$ cat src/rtl/if_prefetch_queue.sv
// Instruction-fetch front end: owns the fetch PC, issues in-order requests
// to instruction memory, and buffers returned words together with their
// PC+4 in a small FIFO that feeds decode. Branch redirects from ID flush the
// FIFO and discard every response that is still in flight.
module if_prefetch_queue #(
  parameter int unsigned DEPTH    = 4,
  parameter logic [31:0] RESET_PC = 32'h0000_0000
) (
  input  logic        clk,
  input  logic        rst,
  output logic        imem_req_valid,
  input  logic        imem_req_ready,
  output logic [31:0] imem_req_addr,
  input  logic        imem_rsp_valid,
  input  logic [31:0] imem_rsp_data,
  output logic        inst_valid,
  input  logic        inst_ready,
  output logic [31:0] inst_id,
  output logic [31:0] pc_plus_four_id,
  input  logic        branch_id,
  input  logic [31:0] branch_target_id
);

  localparam int unsigned CW = $clog2(DEPTH + 1);
  localparam int unsigned PW = $clog2(DEPTH);

  logic [31:0]   r_fetch_pc;
  logic [31:0]   r_inst_q [DEPTH];
  logic [31:0]   r_pc4_q  [DEPTH];
  logic [PW-1:0] r_rd_ptr;
  logic [PW-1:0] r_wr_ptr;
  logic [CW-1:0] r_count;
  logic [CW-1:0] r_outstanding;
  logic [CW-1:0] r_drop;

  logic          w_credit_ok;
  logic          w_accept;
  logic          w_pop;
  logic          w_redirect;
  logic          w_drop_rsp;
  logic          w_push;
  logic [31:0]   w_rsp_pc4;
  logic [CW-1:0] w_out_next;

  // Queued entries plus requests in flight never exceed DEPTH, so every
  // response that arrives is guaranteed a free slot.
  assign w_credit_ok    = ({1'b0, r_count} + {1'b0, r_outstanding}) < (CW+1)'(DEPTH);
  assign imem_req_valid = !rst && !branch_id && w_credit_ok;
  assign imem_req_addr  = r_fetch_pc;
  assign w_accept       = imem_req_valid && imem_req_ready;

  assign inst_valid      = !rst && (r_count != '0);
  assign inst_id         = r_inst_q[r_rd_ptr];
  assign pc_plus_four_id = r_pc4_q[r_rd_ptr];
  assign w_pop           = inst_valid && inst_ready;
  assign w_redirect      = w_pop && branch_id;

  // While nothing is being dropped, all in-flight requests are consecutive
  // words ending just below fetch_pc, so the oldest one sits at
  // fetch_pc - 4*outstanding.
  assign w_rsp_pc4  = r_fetch_pc - (32'(r_outstanding) << 2) + 32'd4;
  assign w_drop_rsp = imem_rsp_valid && (r_drop != '0);
  assign w_push     = imem_rsp_valid && (r_drop == '0) && !w_redirect;

  // Outstanding count after this cycle's accept and response.
  always_comb begin
    // NOTE: every always_comb output gets a default first so no path leaves it unassigned and infers a latch.
    w_out_next = r_outstanding;
    if (w_accept)       w_out_next = w_out_next + CW'(1);
    if (imem_rsp_valid) w_out_next = w_out_next - CW'(1);
  end

  // Control state: fetch PC, FIFO pointers and the three counters.
  always_ff @(posedge clk) begin
    // NOTE: sequential state uses non-blocking assignments so every register samples pre-edge values.
    if (rst) begin
      r_fetch_pc    <= RESET_PC;
      r_rd_ptr      <= '0;
      r_wr_ptr      <= '0;
      r_count       <= '0;
      r_outstanding <= '0;
      r_drop        <= '0;
    end else begin
      r_outstanding <= w_out_next;
      if (w_redirect) begin
        // The branch itself pops; everything behind it and in flight dies.
        r_fetch_pc <= branch_target_id;
        r_drop     <= w_out_next;
        r_rd_ptr   <= r_wr_ptr;
        r_count    <= '0;
      end else begin
        if (w_accept)   r_fetch_pc <= r_fetch_pc + 32'd4;
        if (w_drop_rsp) r_drop     <= r_drop - CW'(1);
        if (w_push)     r_wr_ptr   <= r_wr_ptr + PW'(1);
        if (w_pop)      r_rd_ptr   <= r_rd_ptr + PW'(1);
        r_count <= r_count + CW'(w_push) - CW'(w_pop);
      end
    end
  end

  // FIFO payload storage, written on every accepted push.
  always_ff @(posedge clk) begin
    // NOTE: the payload array is not reset; count gates its visibility, so stale contents are never observed.
    if (w_push) begin
      r_inst_q[r_wr_ptr] <= imem_rsp_data;
      r_pc4_q[r_wr_ptr]  <= w_rsp_pc4;
    end
  end

  // A response landing on a full queue means the memory broke the credit rule.
  a_no_overflow: assert property (@(posedge clk) disable iff (rst)
    imem_rsp_valid |-> (r_count != CW'(DEPTH)));

endmodule

$ cat config.mk
export PLATFORM = sky130hd
export DESIGN_NAME = if_prefetch_queue
export DESIGN_NICKNAME = d
export VERILOG_FILES = /design/src/rtl/if_prefetch_queue.sv
export SDC_FILE = /design/constraint.sdc
export NUM_CORES = 1
export LEC_CHECK = 0
export ABC_AREA = 1
export CAP_MARGIN = 25
export CORE_MARGIN = 4
export CORE_UTILIZATION = 40
export DETAILED_ROUTE_END_ITERATION = 7
export PLACE_DENSITY = 0.59
export SKIP_LAST_GASP = 1
export SLEW_MARGIN = 10
export SYNTH_ARGS = -nofsm -noshare
export SYNTH_HDL_FRONTEND = slang
export SYNTH_SLANG_ARGS = --single-unit
$ cat constraint.sdc
create_clock -name clk -period 7.6 [get_ports clk]
set_input_delay 2.28 -clock clk [delete_from_list [all_inputs] [get_ports clk]]
set_output_delay 2.28 -clock clk [all_outputs]
set_load 0.02 [all_outputs]
==> impl_metrics.csv <==
group,metric,value,unit
outcome,status,"completed",
sta,final_hold_viol_count,0,
placement,dp.cells,2216,
sta,setup_tns,0,ns
sta,max_freq,164.4,MHz
grt,grt_max_degree,70,
grt,grt_usage,18.04,%
cells_and_area,stdcell_area,18220,µm²
critical_path,end_kind,"primary output",
logic_synthesis,synth_top_area_share,51.14,%
power,power_density,370.3,nW/µm²
clocking,cts_buffers,34,
critical_path,crit_buf_inv,2,
clocking,clockRootBuffer,"clkbuf_16",
clocking,clock_path_buffers,3,
critical_path,worstSetupStartpointType,"input port",
flow_run,maxCapViolations,0,
sta,relSlewSlack,32.70,%
drt,drt-initial-drc-count,565,
sta,worst_pin_slew,1.009,ns
sta,fin_crit,6.081,ns
floorplanning,io_pins,168,
logic_synthesis,syn_nets,1735,
sta,rsz0062_at_grt,"no",
grt,grt_overflow,0,
logic_synthesis,yosysMostFrequentCell,"nand2_1",
sta,timing.final.crit_share,80.02,%
placement,portBuffers,167,
sta,finalSetupViolCount,0,
clocking,insertion_delay,0.52,ns
floorplanning,die_w,201.9,µm
logic_synthesis,ys_types,39,
logic_synthesis,yosys.area.top_type,"edfxtp_1",
cells_and_area,area_delta_synth_final,21.18,%
floorplanning,initial_core_util,40.77,%
logic_synthesis,ys_top_cells_by_count,"nand2_1 (328), edfxtp_1 (256), nor2_1 (205)",
worst_hold_path,hold_path.class,"reg2reg",
cells_and_area,drive_above_1_share,4.748,%
cells_and_area,fin_util,49.40,%
floorplanning,die-height,201.9,µm
logic_synthesis,avgSynthCellArea,9.430,µm²
power,leakage,7.201,nW
drt,viasPerCell,4.939,
drt,wl,37.34,mm
drt,via_count,11226,
cells_and_area,antenna_cells,0,
clocking,cts_max_level,2,
clocking,postCtsSetupBuffers,0,
logic_synthesis,netlist_area,15030,µm²
placement,dpl_cell_area,17180,µm²
power,ir_worst_vdd,0.1767,mV
critical_path,timing.rr.start,"r_count[1]",
critical_path,cp.arrival,3.80,ns
cells_and_area,fin_cells,2273,
critical_path,critPathRequiredTime,5.32,ns
logic_synthesis,async_flop_share,0,%
sta,finalMaxSlewViolations,0,
critical_path,crit_path_start,"rst",
placement,gp_congestion,0.8933,
clocking,cts_tree,"yes",
critical_path,crit_chain,"clkdlybuf4s50_1 -> nor2_4 -> nand2_2 -> nor2_4 -> clkdlybuf4s50_1",
drt,wl_per_cell,16.43,µm
sta,clock_skew,0.01410,ns
cells_and_area,layout.nets,1889,
logic_synthesis,ys_seq_area_share,57.40,%
floorplanning,rows,70,
critical_path,critPathMaxStageDelay,0.63,ns
clocking,cts_sinks,303,
grt,antenna_found_initial,0,
floorplanning,die_area,40750,µm²
critical_path,path_max_fanout,5,
critical_path,slowest_stage,"clkdlybuf4s50_1",
clocking,path_clk_slew,0.06,ns
floorplanning,core_area,36870,µm²
placement,hpwlAfterDp,25.20,mm
drt,drc,0,
clocking,cts_resized,0,
drt,first_pass_iters,5,
clocking,holdBufCountCts,0,
critical_path,crit_family,"buffers and inverters",
logic_synthesis,ys_warn_count,0,
grt,grt_pass1_wl,59.83,mm
critical_path,crit_type,"in2out",
logic_synthesis,synthTopCellsByArea,"edfxtp_1 (51%), nand2_1 (8.2%), dfxtp_1 (6.3%)",
worst_hold_path,min_from,"r_count[2]",
logic_synthesis,synth_edf_count,256,
grt,grt_pass1_vias,11099,
logic_synthesis,synthFlopType,"edfxtp_1",
drt,postRouteAntennaNets,0,
logic_synthesis,synthCells,1594,
logic_synthesis,synth_seq_cells,303,
final timing paths:
check | slack [ns] | endpoint | cells after the start
min reg2reg | 0.51 | r_count[2] | 2
max reg2reg | 4.88 | r_count[2] | 12
max | 1.52 | imem_req_valid | 5
min | 0.51 | r_count[2] | 2
kinds of logic after synthesis:
kind of cell / count (synthesis) / share of synthesized area [%]
DFF: 303 / 57.40
and+or+nand+nor: 658 / 18.03
xor gates and xnor gates: 22 / 1.282
adders and majority gates: 71 / 5.960
AOI/OAI and AO/OA: 301 / 10.99
buffers and inverters: 239 / 6.342
layer usage:
layer  part of all wire (%)  vias to the layer above  GRT usage [%]  routed length, µm
met2                     46                      268          29.69              17060
met3                    5.4                       46          3.225               2013
met4                    2.0                        0          4.199                747
li1                       -                     5723              -                  -
met1                     47                     5189          25.07              17520
met5                      0                        -              0                  0
cell type report:
cell class                 instances  area (µm²)
fill                            3393       18660
sequential                       303        8633
multi-input combinational       1052        5480
timing repair buffer             180        1769
clock buffer                      40       894.6
inverter                         177       665.6
tap                              504       630.6
clock inverter                    17       141.4
state kept, by name, summed over array words and instances (netlist names), named ones only:
signal and flops:
r_wr_ptr 2, r_inst_q 128, r_pc4_q 128, imem_req_addr 32, r_drop 3, r_rd_ptr 2, r_outstanding 3, r_count 3
report_power, final:
group | internal [mW] | switching [mW]
Clock | 0.884 | 0.648
Sequential | 2.39 | 0.131
Combinational | 0.949 | 1.74
Total | 4.22 | 2.52
tightest hold or removal path, cell delays in order (launching register included):
cell and delay, ns:
dfxtp_1 0.34, nand2_1 0.07, a21oi_1 0.05
per-stage QoR:
stage                     hold slack (ns)  total power, mW  setup slack, ns
after floorplan                    0.4636            4.194            1.462
after global placement             0.4893            5.244            1.497
after detailed placement           0.5016            5.278            1.491
after CTS                          0.5107            6.823            1.492
after global routing               0.5359            7.188            1.437
final                              0.5062            6.744            1.519
layout by cell type, fill, tap and decap left out, types with 4 or more instances in the layout:
cell               n
clkdlybuf4s50_1  167
nand4_1           10
nand2_1          328
nand3_1           84
dfxtp_1           45
edfxtp_1         256
buf_4             13
nor2_1           201
clkinv_1           5
ha_1              70
xor2_1            20
inv_1            175
o21ai_1            8
a31oi_1            4
nor3_1             6
nor2_4             6
and2_1             4
clkinv_2           7
a21oi_1           44
o22ai_1           64
o21ai_0          157
o21bai_1           5
o211ai_1          16
or2_2              8
clkbuf_16         35
clkbuf_1           5
(Power assumes the default switching activity.)
